==> src/rtl/dmem_lsu.sv <==
// dmem_lsu: load/store initiator for the synchronous data memory.
// Accepts one load or store from the CPU memory stage and runs it on the
// memory's req/ack port. The word address, byte enables and lane-replicated
// write data are registered when the access is accepted. Load data is
// lane-selected and sign/zero-extended. The pipeline is stalled until the
// access completes, is rejected, or times out.
//
// Ports:
//   clk, rst_n       clock (rising edge) and asynchronous active-low reset
//   cpu_rd, cpu_wr   load / store request, sampled in IDLE only
//   cpu_addr         byte address (AW bits)
//   cpu_wdata        right-justified store data
//   cpu_size         00 byte, 01 half, 10 word, 11 illegal
//   cpu_signed       1 = sign-extend loads
//   cpu_busy         high while the request is outstanding on the memory port
//   cpu_done         one-cycle pulse: access completed
//   cpu_err          one-cycle pulse: access rejected or timed out
//   cpu_rdata        load result, held until the next load completes
//   dm_req, dm_we    memory request / write enable
//   dm_addr          word address = cpu_addr[AW-1:2]
//   dm_be, dm_wdata  byte enables and lane-replicated write data
//   dm_rdata, dm_ack memory read data and acknowledge
module dmem_lsu #(
  parameter int AW      = 32,
  parameter int TIMEOUT = 16
) (
  input  logic          clk,
  input  logic          rst_n,
  input  logic          cpu_rd,
  input  logic          cpu_wr,
  input  logic [AW-1:0] cpu_addr,
  input  logic [31:0]   cpu_wdata,
  input  logic [1:0]    cpu_size,
  input  logic          cpu_signed,
  output logic          cpu_busy,
  output logic          cpu_done,
  output logic          cpu_err,
  output logic [31:0]   cpu_rdata,
  output logic          dm_req,
  output logic          dm_we,
  output logic [AW-3:0] dm_addr,
  output logic [3:0]    dm_be,
  output logic [31:0]   dm_wdata,
  input  logic [31:0]   dm_rdata,
  input  logic          dm_ack
);

  localparam logic [1:0] S_IDLE = 2'd0;
  localparam logic [1:0] S_REQ  = 2'd1;
  localparam logic [1:0] S_DONE = 2'd2;
  localparam logic [1:0] S_ERR  = 2'd3;

  localparam int          CW      = (TIMEOUT > 1) ? $clog2(TIMEOUT + 1) : 1;
  localparam int unsigned TO_M1   = (TIMEOUT > 0) ? TIMEOUT - 1 : 0;
  localparam logic [CW-1:0] TO_LAST = TO_M1[CW-1:0];

  logic [1:0]    state;
  logic [CW-1:0] cnt;
  logic [1:0]    addr_q;
  logic [1:0]    size_q;
  logic          sgn_q;

  logic          illegal;
  logic [3:0]    be_fmt;
  logic [31:0]   wd_fmt;
  logic [7:0]    ld_byte;
  logic [15:0]   ld_half;
  logic [31:0]   ld_data;
  logic          timeout_hit;

  // Status outputs decode straight from the state register, so an async
  // reset drops dm_req and cpu_busy without waiting for a clock edge.
  assign dm_req   = (state == S_REQ);
  assign cpu_busy = (state == S_REQ);
  assign cpu_done = (state == S_DONE);
  assign cpu_err  = (state == S_ERR);

  // Counter holds the number of REQ cycles already spent without ack; the
  // cycle in which it equals TIMEOUT-1 is the last one allowed.
  assign timeout_hit = (TIMEOUT != 0) && (cnt == TO_LAST);

  // Request legality and store lane formatting from the live CPU inputs.
  always_comb begin
    illegal = 1'b0;
    be_fmt  = 4'b1111;
    wd_fmt  = cpu_wdata;
    case (cpu_size)
      2'b00: begin
        be_fmt = 4'b0001 << cpu_addr[1:0];
        wd_fmt = {4{cpu_wdata[7:0]}};
      end
      2'b01: begin
        illegal = cpu_addr[0];
        be_fmt  = cpu_addr[1] ? 4'b1100 : 4'b0011;
        wd_fmt  = {2{cpu_wdata[15:0]}};
      end
      2'b10: begin
        illegal = (cpu_addr[1:0] != 2'b00);
      end
      default: begin
        illegal = 1'b1;
      end
    endcase
  end

  // Load lane select and extension from the captured address/size/sign.
  always_comb begin
    case (addr_q)
      2'd0:    ld_byte = dm_rdata[7:0];
      2'd1:    ld_byte = dm_rdata[15:8];
      2'd2:    ld_byte = dm_rdata[23:16];
      default: ld_byte = dm_rdata[31:24];
    endcase
    ld_half = addr_q[1] ? dm_rdata[31:16] : dm_rdata[15:0];
    case (size_q)
      2'b00:   ld_data = {{24{sgn_q & ld_byte[7]}}, ld_byte};
      2'b01:   ld_data = {{16{sgn_q & ld_half[15]}}, ld_half};
      default: ld_data = dm_rdata;
    endcase
  end

  always_ff @(posedge clk or negedge rst_n) begin
    if (!rst_n) begin
      state     <= S_IDLE;
      cnt       <= '0;
      addr_q    <= '0;
      size_q    <= '0;
      sgn_q     <= 1'b0;
      dm_we     <= 1'b0;
      dm_addr   <= '0;
      dm_be     <= '0;
      dm_wdata  <= '0;
      cpu_rdata <= '0;
    end else begin
      case (state)
        S_IDLE: begin
          if (cpu_rd && cpu_wr) begin
            state <= S_ERR;
          end else if (cpu_rd || cpu_wr) begin
            if (illegal) begin
              state <= S_ERR;
            end else begin
              state    <= S_REQ;
              cnt      <= '0;
              addr_q   <= cpu_addr[1:0];
              size_q   <= cpu_size;
              sgn_q    <= cpu_signed;
              dm_we    <= cpu_wr;
              dm_addr  <= cpu_addr[AW-1:2];
              dm_be    <= be_fmt;
              dm_wdata <= wd_fmt;
            end
          end
        end
        S_REQ: begin
          // Ack is tested first so it wins over a coincident timeout.
          if (dm_ack) begin
            state <= S_DONE;
            if (!dm_we) cpu_rdata <= ld_data;
          end else if (timeout_hit) begin
            state <= S_ERR;
          end else begin
            cnt <= cnt + CW'(1);
          end
        end
        default: begin
          state <= S_IDLE;
        end
      endcase
    end
  end

endmodule
==> config.mk <==
export PLATFORM = sky130hd
export DESIGN_NAME = dmem_lsu
export DESIGN_NICKNAME = d
export VERILOG_FILES = /design/src/rtl/dmem_lsu.sv
export SDC_FILE = /design/constraint.sdc
export NUM_CORES = 1
export LEC_CHECK = 0
export CAP_MARGIN = 15
export CORE_MARGIN = 2
export CORE_UTILIZATION = 33
export DETAILED_ROUTE_END_ITERATION = 10
export PLACE_DENSITY = 0.68
export SYNTH_ARGS = -nofsm -noshare
export SYNTH_HDL_FRONTEND = slang
export SYNTH_SLANG_ARGS = --single-unit
==> constraint.sdc <==
create_clock -name clk -period 2.09 [get_ports clk]
set_input_delay 0.5225 -clock clk [delete_from_list [all_inputs] [get_ports clk]]
set_output_delay 0.5225 -clock clk [all_outputs]
set_load 0.02 [all_outputs]
==> metrics.md, run 1 <==
| Metric | Value |
|---|---|
| Final Cycle Share | 98.23% |
| Final WL | 14770 um |
| Clock root cell | clkbuf_16 |
| Overall routing resource usage | between 10% and 20% |
| TritonCTS clock tree | done |
| Cell taking the most area after synthesis | dfrtp_1 |
| WS Path Type | register to output port |
| Highest net fanout along the worst path | 7 |
| Worst path max stage delay | ~0.59 ns |
| Vias per cell | about 5.0 |
| Vias in the first global route | around 4500 |
| Non-filler instance count after layout | just under 900 |
| Post-Synth XOR/XNOR Area | 0.5137% |
| Routed Antenna Nets | 0 |
| Simple-gate share of the synthesized area | between 10% and 20% |
| Residual DRC count | 0 |
| Leakage | between 3 and 4 nW |
| I/O Buffers | approximately 210 |
| CP Capture Type | output port |
| Initial Util | between 30% and 40% |
| Final setup violation count | 0 |
| Final #Nets | roughly 790 |
| Tmin final | roughly 2 ns |
| Highest layer used for signal routing | met4 |
| Routed length on met1 | about 6200 um |
| Cells after DPL | 860 |
| Clk_lat worst skew | around 0.35 ns |
| Worst hold slack | 0.1277 ns |
| Synthesized area | 5115 um2 |
| CP top delay family | buffers and inverters |
| Final Max Slew Viols | 0 |
| Critical path startpoint category | register |
| Detailed placement HPWL | between 10000 and 15000 um |
| Distinct cells, synth | 46 |
| Most instantiated cells after synthesis | 111 x dfrtp_1, 60 x nand2_1, 43 x mux2_2 |
| Die Ht | roughly 130 um |
| Worst-Margin Slew | 0.8261 ns |
| First-pass GRT wire length | roughly 23000 um |
| Rows | between 40 and 50 |
| Status | completed |
| Post-Synth Adder-Cell Area | 0.4892% |
| Die X | around 130 um |
| Unrepaired setup endpoints after global routing | true |
| Clock slew at reported path FFs | roughly 0.070 ns |
| Cts bufs inserted | 9 |
| DRT Pass-1 Iters | 4 |
| Maximum VDD drop | 0.7272 mV |
| Fraction of layout instances using a drive strength above 1 | between 10 and 15% |
| Post-synthesis sequential area ratio | approximately 54% |
| Post-Syn Instances | 470 |
| Achievable Freq | approximately 0.5 GHz |
| Most frequent cell after synthesis | dfrtp_1 |
| Met2 Wirelength | about 7100 um |
| Vias post-DR | between 4000 and 5000 |
| CP Data Arrival Time | around 1.5 ns |
| Initial drt markers | between 100 and 150 |
| Net Count, Synth | roughly 580 |
| Crit-path cells | and2_1 > clkdlybuf4s50_1 |
| P per Cell Area | approximately 1400 nW/um2 |
| Total power | ~11 mW |
| Yosys Warn Count | 0 |
| Mux cell area share after synthesis | 15.00% |
| Endpoints failing hold | 0 |
| Gpl congestion | about 0.84 |
| Reported max-cap violation count | 0 |
| Syn_area_per_cell | roughly 11 um2 |
| Most used DFF post-synth | dfrtp_1 |
| EDFF count, synth | 0 |
| Clock Skew | 0.007556 ns |
| Area growth syn-to-layout | 52.69% |
| Compound-gate portion of the synthesized area | between 10% and 20% |
| Sink Count | 111 |
| Largest family of logic cells by synthesized area | multiplexers |
| Top post-synthesis cells by area | dfrtp_1 54%, mux2_2 9.5%, mux2i_1 5.1%, nand2_1 4.4%, a21oi_1 3.5% |
| CP Depth | 2 |
| Full die area | approximately 17000 um2 |
| Post-CTS Setup Repair Bufs | 0 |
| CP max stage cell | clkdlybuf4s50_1 |
| Met3 wire length | around 1200 um |
| Post-synth ARST share | 100.0% |
| Wire per inst | 16.86 um |
| Diodes inserted | 0 |
| WP buf/inv | 1 |
| HP Class | input pin to async pin |
| Yosys reg bits | ~110 |
| Global route overflow | 0 |
| Largest net degree at the start of global routing | between 50 and 60 |
| Top cell type's share of synthesized area | between 50% and 60% |
| Initial antenna violation count | 0 |
| Core area | ~15000 um2 |
| H-Tree Depth | 3 |
| Clk buf depth | 2 |
| Reg2Reg Depth | 8 |
| Num ports | 207 |
| CP required | ~1.6 ns |
| Worst slew margin | 44.72% |
-- cells in the final DEF, fill, tap and decap left out, types with 5 or more instances in the layout --
| cell | n |
|---|---|
| a211oi_1 | 7 |
| a21oi_1 | 36 |
| a2bb2oi_1 | 6 |
| buf_12 | 5 |
| buf_4 | 24 |
| clkbuf_16 | 9 |
| clkdlybuf4s50_1 | 202 |
| dfrtp_1 | 110 |
| mux2_2 | 43 |
| mux2i_1 | 26 |
| nand2_1 | 60 |
| nand3_1 | 35 |
| nor2_1 | 22 |
| nor2b_1 | 6 |
| o21ai_0 | 32 |
| o2bb2ai_1 | 7 |
| o31ai_1 | 8 |
-- worst reg2reg max path: stages, from the launching register on --
cell and delay (ns):
dfrtp_1 0.41, ha_1 0.22, and3_1 0.18, ha_1 0.19, nor4b_1 0.27, buf_4 0.17, nand4_1 0.11, xnor2_1 0.14
and2_1 0.15
-- routing by layer --
layer,up-vias,track usage [%]
met5,-,0
li1,2092,-
met3,19,5.281
met2,181,29.54
met4,0,6.650
met1,2126,22.12
-- state kept, by name (all words and copies together) (netlist names) --
register,count
sgn_q,1
dm_be,4
cpu_rdata,32
addr_q,2
dm_wdata,32
dm_we,1
state,2
size_q,2
dm_addr,30
cnt,5
-- per-stage QoR --
step	cell area (um2)	util, %	TNS (ns)	setup slack [ns]
2_1_floorplan	5115	-	0	0.2290
3_3_place_gp	7518	49.64	-5.197	-0.1404
3_5_place_dp	7518	49.64	-7.629	-0.1836
4_1_cts	7810	51.57	0	0.02419
5_1_grt	7810	51.57	-0.005877	-0.005877
6_report	7810	51.57	0	0.03694
-- worst paths after layout --
kind                         startpoint       endpoint  slack [ns]
setup reg to reg                 cnt[0]         cnt[3]        0.14
hold / removal                    rst_n  cpu_rdata[16]        0.13
hold reg to reg            dm_wdata[24]   dm_wdata[24]        0.48
min in group clk           dm_wdata[24]   dm_wdata[24]        0.48
max in group asynchronous         rst_n    dm_addr[13]        1.37
setup / recovery               state[1]        cpu_err        0.04
-- final cells by class --
type | count | area (um2)
Clock buffer | 12 | 246.5
Tap cell | 188 | 235.2
Clock inverter | 4 | 45.04
Timing Repair Buffer | 234 | 2328
Sequential cell | 111 | 2779
Fill cell | 1344 | 7336
Multi-Input combinational cell | 323 | 2161
Inverter | 4 | 15.01
-- what timing repair did --
| item | CTS | global route |
|---|---|---|
| hold buffers | 0 | 0 |
| setup endpoints to repair | 11 | 1 |
| hold endpoints to repair | 0 | 0 |
| resized for setup | 5 | 0 |
-- report_power, final --
group          total [mW]  internal, mW  switching [mW]
registers            3.81          3.18           0.622
logic                5.80          2.84            2.96
clock network        1.71         0.958           0.756
-- kinds of logic after synthesis --
logic type      Yosys count
compound gates          103
xor+xnor                  3
fa+ha+maj                 2
buf+inv                  36
flops                   111
mux                      70
simple gates            145
Power figures use the tool's default switching activity.
==> run 2: changes to the inputs <==
==> config.mk (replaced) <==
export PLATFORM = sky130hd
export DESIGN_NAME = dmem_lsu
export DESIGN_NICKNAME = d
export VERILOG_FILES = /design/src/rtl/dmem_lsu.sv
export SDC_FILE = /design/constraint.sdc
export NUM_CORES = 1
export LEC_CHECK = 0
export ABC_AREA = 0
export CAP_MARGIN = 15
export CORE_UTILIZATION = 25
export DETAILED_ROUTE_END_ITERATION = 10
export PLACE_DENSITY = 0.55
export SYNTH_ARGS = -nofsm -noshare
export SYNTH_HDL_FRONTEND = slang
export SYNTH_SLANG_ARGS = --single-unit
==> metrics.md, run 2 (same netlist as run 1, synthesis figures left out) <==
| Metric | Value |
|---|---|
| Cts bufs inserted | 9 (unchanged) |
| Leakage | 3.398 nW (+0.70%) |
| Fraction of layout instances using a drive strength above 1 | 14.10% (unchanged) |
| Tmin final | 1.915 ns (-0.1383 ns) |
| CP Capture Type | register |
| Highest net fanout along the worst path | 4 (-3) |
| Sw frac | 38.05% (-0.25 points) |
| CP Data Arrival Time | 2.17 ns (+0.64 ns) |
| Most common cell after layout, fill and taps aside | clkdlybuf4s50_1 |
| Initial antenna violation count | 0 (unchanged) |
| Internal | 7.160 mW (+2.5%) |
| Total power | 11.56 mW (+2.1%) |
| Wire per inst | 16.13 um (-4.3%) |
| Maximum VDD drop | 0.6072 mV (-17%) |
| Sink Count | 111 (unchanged) |
| Combinational power share | 50.9% (-0.3 points) |
| Endpoints failing hold | 0 (unchanged) |
| Worst slew margin | 41.25% (-3.5 points) |
| Gpl congestion | 0.8340 (-0.66%) |
| Final Cell Area | 7964 um2 (+2.0%) |
| Clock slew at reported path FFs | 0.07 ns (about the same) |
| TritonCTS clock tree | done |
| Achievable Freq | 0.5222 GHz (+7.2%) |
| Core area | 19780 um2 (+31%) |
| Area growth syn-to-layout | 55.70% |
| Final #Nets | 790 (+0.13%) |
| Fin worst setup slack | 0.1752 ns (+0.1383 ns) |
| HP Class | input pin to async pin |
| Clock root cell | clkbuf_16 |
| Unrepaired setup endpoints after global routing | false |
| Residual DRC count | 0 (unchanged) |
| Largest net degree at the start of global routing | 45 (-22%) |
| Clk buf depth | 2 (unchanged) |
| Initial Util | 25.86% (-7.9 points) |
| Pre-CTS WS | -0.1776 ns (+0.005968 ns) |
| Clk_lat worst skew | 0.36 ns (about the same) |
| Switching pwr | 4.399 mW (+1.5%) |
| Worst-Margin Slew | 0.8781 ns (+0.05191 ns) |
| Status | completed |
| Detailed placement HPWL | 11740 um (+5.1%) |
| Number of fill cells | 1928 (+43%) |
| Sequential share of power | 32.9% (-0.7 points) |
| Vias post-DR | 4401 (-0.38%) |
| Die Ht | 145.0 um (+13%) |
| H-Tree Depth | 3 (unchanged) |
| Final WL | 15370 um (+4.1%) |
| Routed Antenna Nets | 0 (unchanged) |
| First-pass GRT wire length | 24720 um (+7.7%) |
| Vias in the first global route | 4544 (+1.8%) |
| Clock Skew | 0.004658 ns (-0.002897 ns) |
| Final Max Slew Viols | 0 (unchanged) |
| Overall routing resource usage | 15.11% (-2.7 points) |
| Die X | 145.0 um (+13%) |
| Global route overflow | 0 (unchanged) |
| Rows | 51 (+13%) |
| P per Cell Area | 1451 nW/um2 (+0.15%) |
| WS Path Type | register to register |
| CP required | 2.34 ns (+0.77 ns) |
| Biggest registers after layout | cpu_rdata: 32 flops, dm_wdata: 32 flops, dm_addr: 30 flops |
| Full die area | 21040 um2 (+27%) |
| Clk network pwr share | 16.2% (+1.1 points) |
| Num ports | 207 (unchanged) |
| Post-CTS Setup Repair Bufs | 0 (unchanged) |
| Initial drt markers | 117 (-21%) |
| I/O Buffers | 206 (unchanged) |
| Post-DP Area | 7647 um2 (+1.7%) |
| DRT Pass-1 Iters | 6 (+2) |
| Vias per cell | 4.618 (-8.4%) |
| Diodes inserted | 0 (unchanged) |
| Final Cycle Share | 91.62% (-6.6 points) |
| Post-cts hold buffer count | 0 (unchanged) |
| Critical path startpoint category | register |
| Most frequent cells in the layout | 201 x clkdlybuf4s50_1, 110 x dfrtp_1, 60 x nand2_1 |
| Final setup violation count | 0 (unchanged) |
| Reported max-cap violation count | 0 (unchanged) |
run 2: per-layer routing:
metal | share of wire, % | GRT usage [%]
met4 | 1.4 | 4.947
met1 | 42 | 18.04
met5 | 0 | 0
met2 | 48 | 25.24
met3 | 8.4 | 5.220
run 2: final cells by class:
type	count	area [um2]	area share, %
well taps	265	331.6	4.163
clock buffers	12	246.5	3.095
repair buffers	235	2360	29.63
clock inverters	3	67.56	0.8484
multi-input cells	323	2165	27.18
flip-flops and latches	111	2779	34.89
inverters	4	15.01	0.1885
run 2: worst max-delay path, stage by stage, from the launching register on:
cell and delay, ns:
dfrtp_1 0.42, ha_1 0.22, and3_1 0.18, ha_1 0.20, nor4b_2 0.21, buf_4 0.16
nand4_1 0.11, xnor2_1 0.15, and2_1 0.15
run 2: final timing paths:
kind | startpoint | to | slack [ns] | cells after the start
max in group asynchronous | rst_n | dm_wdata[27] | 1.39 | 2
min in group clk | cpu_rdata[4] | cpu_rdata[4] | 0.48 | 2
min reg2reg | cpu_rdata[4] | cpu_rdata[4] | 0.48 | 2
min | rst_n | cpu_rdata[29] | 0.09 | 1
max reg2reg | cnt[0] | cnt[3] | 0.18 | 8
max | cnt[0] | cnt[3] | 0.18 | 8
run 2: what timing repair did:
item	in CTS	in global routing
gates resized for setup	5	1
endpoints found under the setup margin	4	1
pin swaps	0	0
run 2: power by group through the flow:
| stage | combinational (mW) | clock (mW) | sequential, mW |
|---|---|---|---|
| floorplan | 1.95 | 0 | 4.89 |
| global placement | 5.88 | 0 | 3.81 |
| detailed placement | 5.96 | 0 | 3.84 |
| CTS | 5.94 | 1.94 | 3.82 |
| global route | 6.30 | 1.99 | 3.95 |
| finish | 5.89 | 1.87 | 3.80 |
run 2: per-stage QoR:
| stage | cells | utilization (%) | TNS, ns | hold slack (ns) |
|---|---|---|---|---|
| 6_report | 953 | 40.26 | 0 | 0.08978 |
| 5_1_grt | 953 | 40.26 | 0 | 0.1112 |
| 4_1_cts | 953 | 40.23 | 0 | 0.08356 |
| 3_5_place_dp | 938 | 38.66 | -9.285 | 0.4719 |
| 3_3_place_gp | 938 | 38.66 | -7.156 | 0.4609 |
| 2_1_floorplan | 470 | - | 0 | 0.2269 |
==> run 3: changes to the inputs <==
--- a/config.mk
+++ b/config.mk
@@ -9,7 +9,8 @@
 export CAP_MARGIN = 15
 export CORE_UTILIZATION = 25
 export DETAILED_ROUTE_END_ITERATION = 10
-export PLACE_DENSITY = 0.55
+export PLACE_DENSITY = 0.57
 export SYNTH_ARGS = -nofsm -noshare
 export SYNTH_HDL_FRONTEND = slang
 export SYNTH_SLANG_ARGS = --single-unit
+export TNS_END_PERCENT = 1
==> constraint.sdc (replaced) <==
create_clock -name clk -period 1.7 [get_ports clk]
set_input_delay 0.425 -clock clk [delete_from_list [all_inputs] [get_ports clk]]
set_output_delay 0.425 -clock clk [all_outputs]
set_load 0.02 [all_outputs]
==> metrics.md, run 3 (same netlist as run 1, synthesis figures left out) <==
| Metric | Value |
|---|---|
| Sink Count | 111 (unchanged) |
| Internal | 7.930 mW (+11%) |
| Area growth syn-to-layout | 55.75% (about the same) |
| Diodes inserted | 0 (unchanged) |
| TritonCTS clock tree | done |
| Overall routing resource usage | 15.30% (+0.20 points) |
| Initial antenna violation count | 0 (unchanged) |
| Clk buf depth | 2 (unchanged) |
| Die X | 145.0 um (unchanged) |
| Final setup violation count | 33 (+33) |
| Origin of the critical flop-to-flop path | cnt[1] |
| Fin worst setup slack | -0.06723 ns (-0.2424 ns) |
| CP Capture Type | register |
| Switching pwr | 5.423 mW (+23%) |
| Number of fill cells | 1961 (+1.7%) |
| Final Cycle Share | 104.0% (+12 points) |
| Sw frac | 40.61% (+2.6 points) |
| Initial drt markers | 102 (-13%) |
| Worst Setup SP | cnt[1] |
| Combinational power share | 49.0% (-1.9 points) |
| Critical path startpoint category | register |
| Final #Nets | 806 (+2.0%) |
| R2R Path End | cnt[3] |
| Detailed placement HPWL | 11790 um (+0.41%) |
| Wire per inst | 16.07 um (-0.37%) |
| Maximum VDD drop | 0.7141 mV (+18%) |
| Gpl congestion | 0.8190 (-1.8%) |
| Vias per cell | 4.571 (-1.0%) |
| Vias in the first global route | 4754 (+4.6%) |
| WS Path Type | register to register |
| Rows | 51 (unchanged) |
| Endpoints failing hold | 0 (unchanged) |
| First-pass GRT wire length | 25440 um (+2.9%) |
| HP Class | input pin to register |
| Leakage | 3.691 nW (+8.6%) |
| CP required | 1.94 ns (-0.40 ns) |
| Failing checks | negative setup slack |
| Tmin final | 1.767 ns (-0.1476 ns) |
| Final WL | 15590 um (+1.4%) |
| DRT Pass-1 Iters | 4 (-2) |
| Fraction of layout instances using a drive strength above 1 | 17.87% (+3.8 points) |
| Final TNS setup | -1.375 ns (-1.375 ns) |
| Most frequent cells in the layout | 111 x dfrtp_1, 102 x dlygate4sd2_1, 98 x clkdlybuf4s50_1 |
| Residual DRC count | 0 (unchanged) |
| Full die area | 21040 um2 (unchanged) |
| P per Cell Area | 1676 nW/um2 (+15%) |
| Clock slew at reported path FFs | 0.08 ns (about the same) |
| Vias post-DR | 4434 (+0.75%) |
| Flop2flop setup slack | -0.07 ns (-0.24 ns) |
| Reported max-cap violation count | 0 (unchanged) |
| Worst setup path endpoint | cnt[3] |
| Core area | 19780 um2 (unchanged) |
| Worst slew margin | 66.41% (+25 points) |
| Biggest registers after layout | cpu_rdata: 32 flops, dm_wdata: 32 flops, dm_addr: 30 flops |
| Cts bufs inserted | 9 (unchanged) |
| Highest net fanout along the worst path | 3 (-1) |
| Global route overflow | 0 (unchanged) |
| Most common cell after layout, fill and taps aside | dfrtp_1 |
| I/O Buffers | 206 (unchanged) |
| Post-CTS Setup Repair Bufs | 0 (unchanged) |
| Worst hold slack | 0.4495 ns (+0.3597 ns) |
| Routed Antenna Nets | 0 (unchanged) |
| CP Data Arrival Time | 2.01 ns (-0.16 ns) |
| Status | finished with violations |
| Initial Util | 25.86% (unchanged) |
| Achievable Freq | 0.5659 GHz (+8.4%) |
| Total power | 13.35 mW (+16%) |
| Largest net degree at the start of global routing | 75 (+67%) |
| Worst-Margin Slew | 0.5033 ns (-0.3747 ns) |
| Clk network pwr share | 16.4% (+0.2 points) |
| Clock Skew | 0.005640 ns (+0.0009816 ns) |
| Reg2Reg Depth | 7 (-1) |
| Sequential share of power | 34.5% (+1.6 points) |
| H-Tree Depth | 3 (unchanged) |
| Clk_lat worst skew | 0.35 ns (about the same) |
| Clock root cell | clkbuf_16 |
| Final Max Slew Viols | 0 (unchanged) |
| Die Ht | 145.0 um (unchanged) |
| Num ports | 207 (unchanged) |
| Unrepaired setup endpoints after global routing | true |
## run 3: power by group through the flow
stage               Clock [mW]  Combinational [mW]  Sequential, mW
finish                    2.19                6.55            4.61
global route              2.39                7.08            4.80
CTS                       2.30                6.61            4.63
detailed placement           0                7.46            4.70
global placement             0                7.36            4.65
floorplan                    0                2.41            6.02
## run 3: how the worst min path moves through the flow
stage                 startpoint            end  slack, ns  depth (start not counted)
floorplan                  rst_n      addr_q[0]       0.13                          0
global placement           rst_n  cpu_rdata[29]       0.33                          1
detailed placement         rst_n  cpu_rdata[29]       0.34                          1
CTS                 dm_wdata[24]   dm_wdata[24]       0.48                          2
global route         dm_rdata[7]   cpu_rdata[7]       0.44                          3
finish               dm_rdata[7]   cpu_rdata[7]       0.45                          3
## run 3: layer usage
metal  vias to the layer above  wire length (um)  GRT usage, %
met5                         -                 0             0
met4                         0               111         3.245
met3                         6              1255         5.597
met2                       165              7686         26.44
met1                      2145              6534         18.02
li1                       2118                 -             -
## run 3: critical path, cell delays in order (launching register included)
cell     delay (ns)
dfrtp_1        0.39
ha_2           0.19
and3_4         0.18
ha_4           0.16
nor4b_4        0.29
nand4_1        0.14
xnor2_1        0.16
and2_1         0.15
## run 3: layout make-up
type	instances	area, um2	area share (%)
multi-input combinational	323	2215	27.80
clock buffer	10	239.0	3.000
tap	265	331.6	4.162
timing repair buffer	251	2321	29.13
inverter	4	15.01	0.1885
clock inverter	6	67.56	0.8481
sequential	111	2778	34.87
## run 3: per-stage QoR
stage               setup slack (ns)  instance area, um2  utilization, %  std cells
finish                      -0.06723                7966           40.27        970
global route                 -0.1609                7966           40.27        970
CTS                         -0.08228                7948           40.18        970
detailed placement           -0.5052                7770           39.28        953
global placement             -0.4519                7770           39.28        953
floorplan                    0.01434                5150               -        470
## run 3: repair_timing
action,in CTS,in global routing
hold buffers,1,0
endpoints found under the setup margin,149,67
resized for setup,120,6
endpoints found under the hold margin,18,0
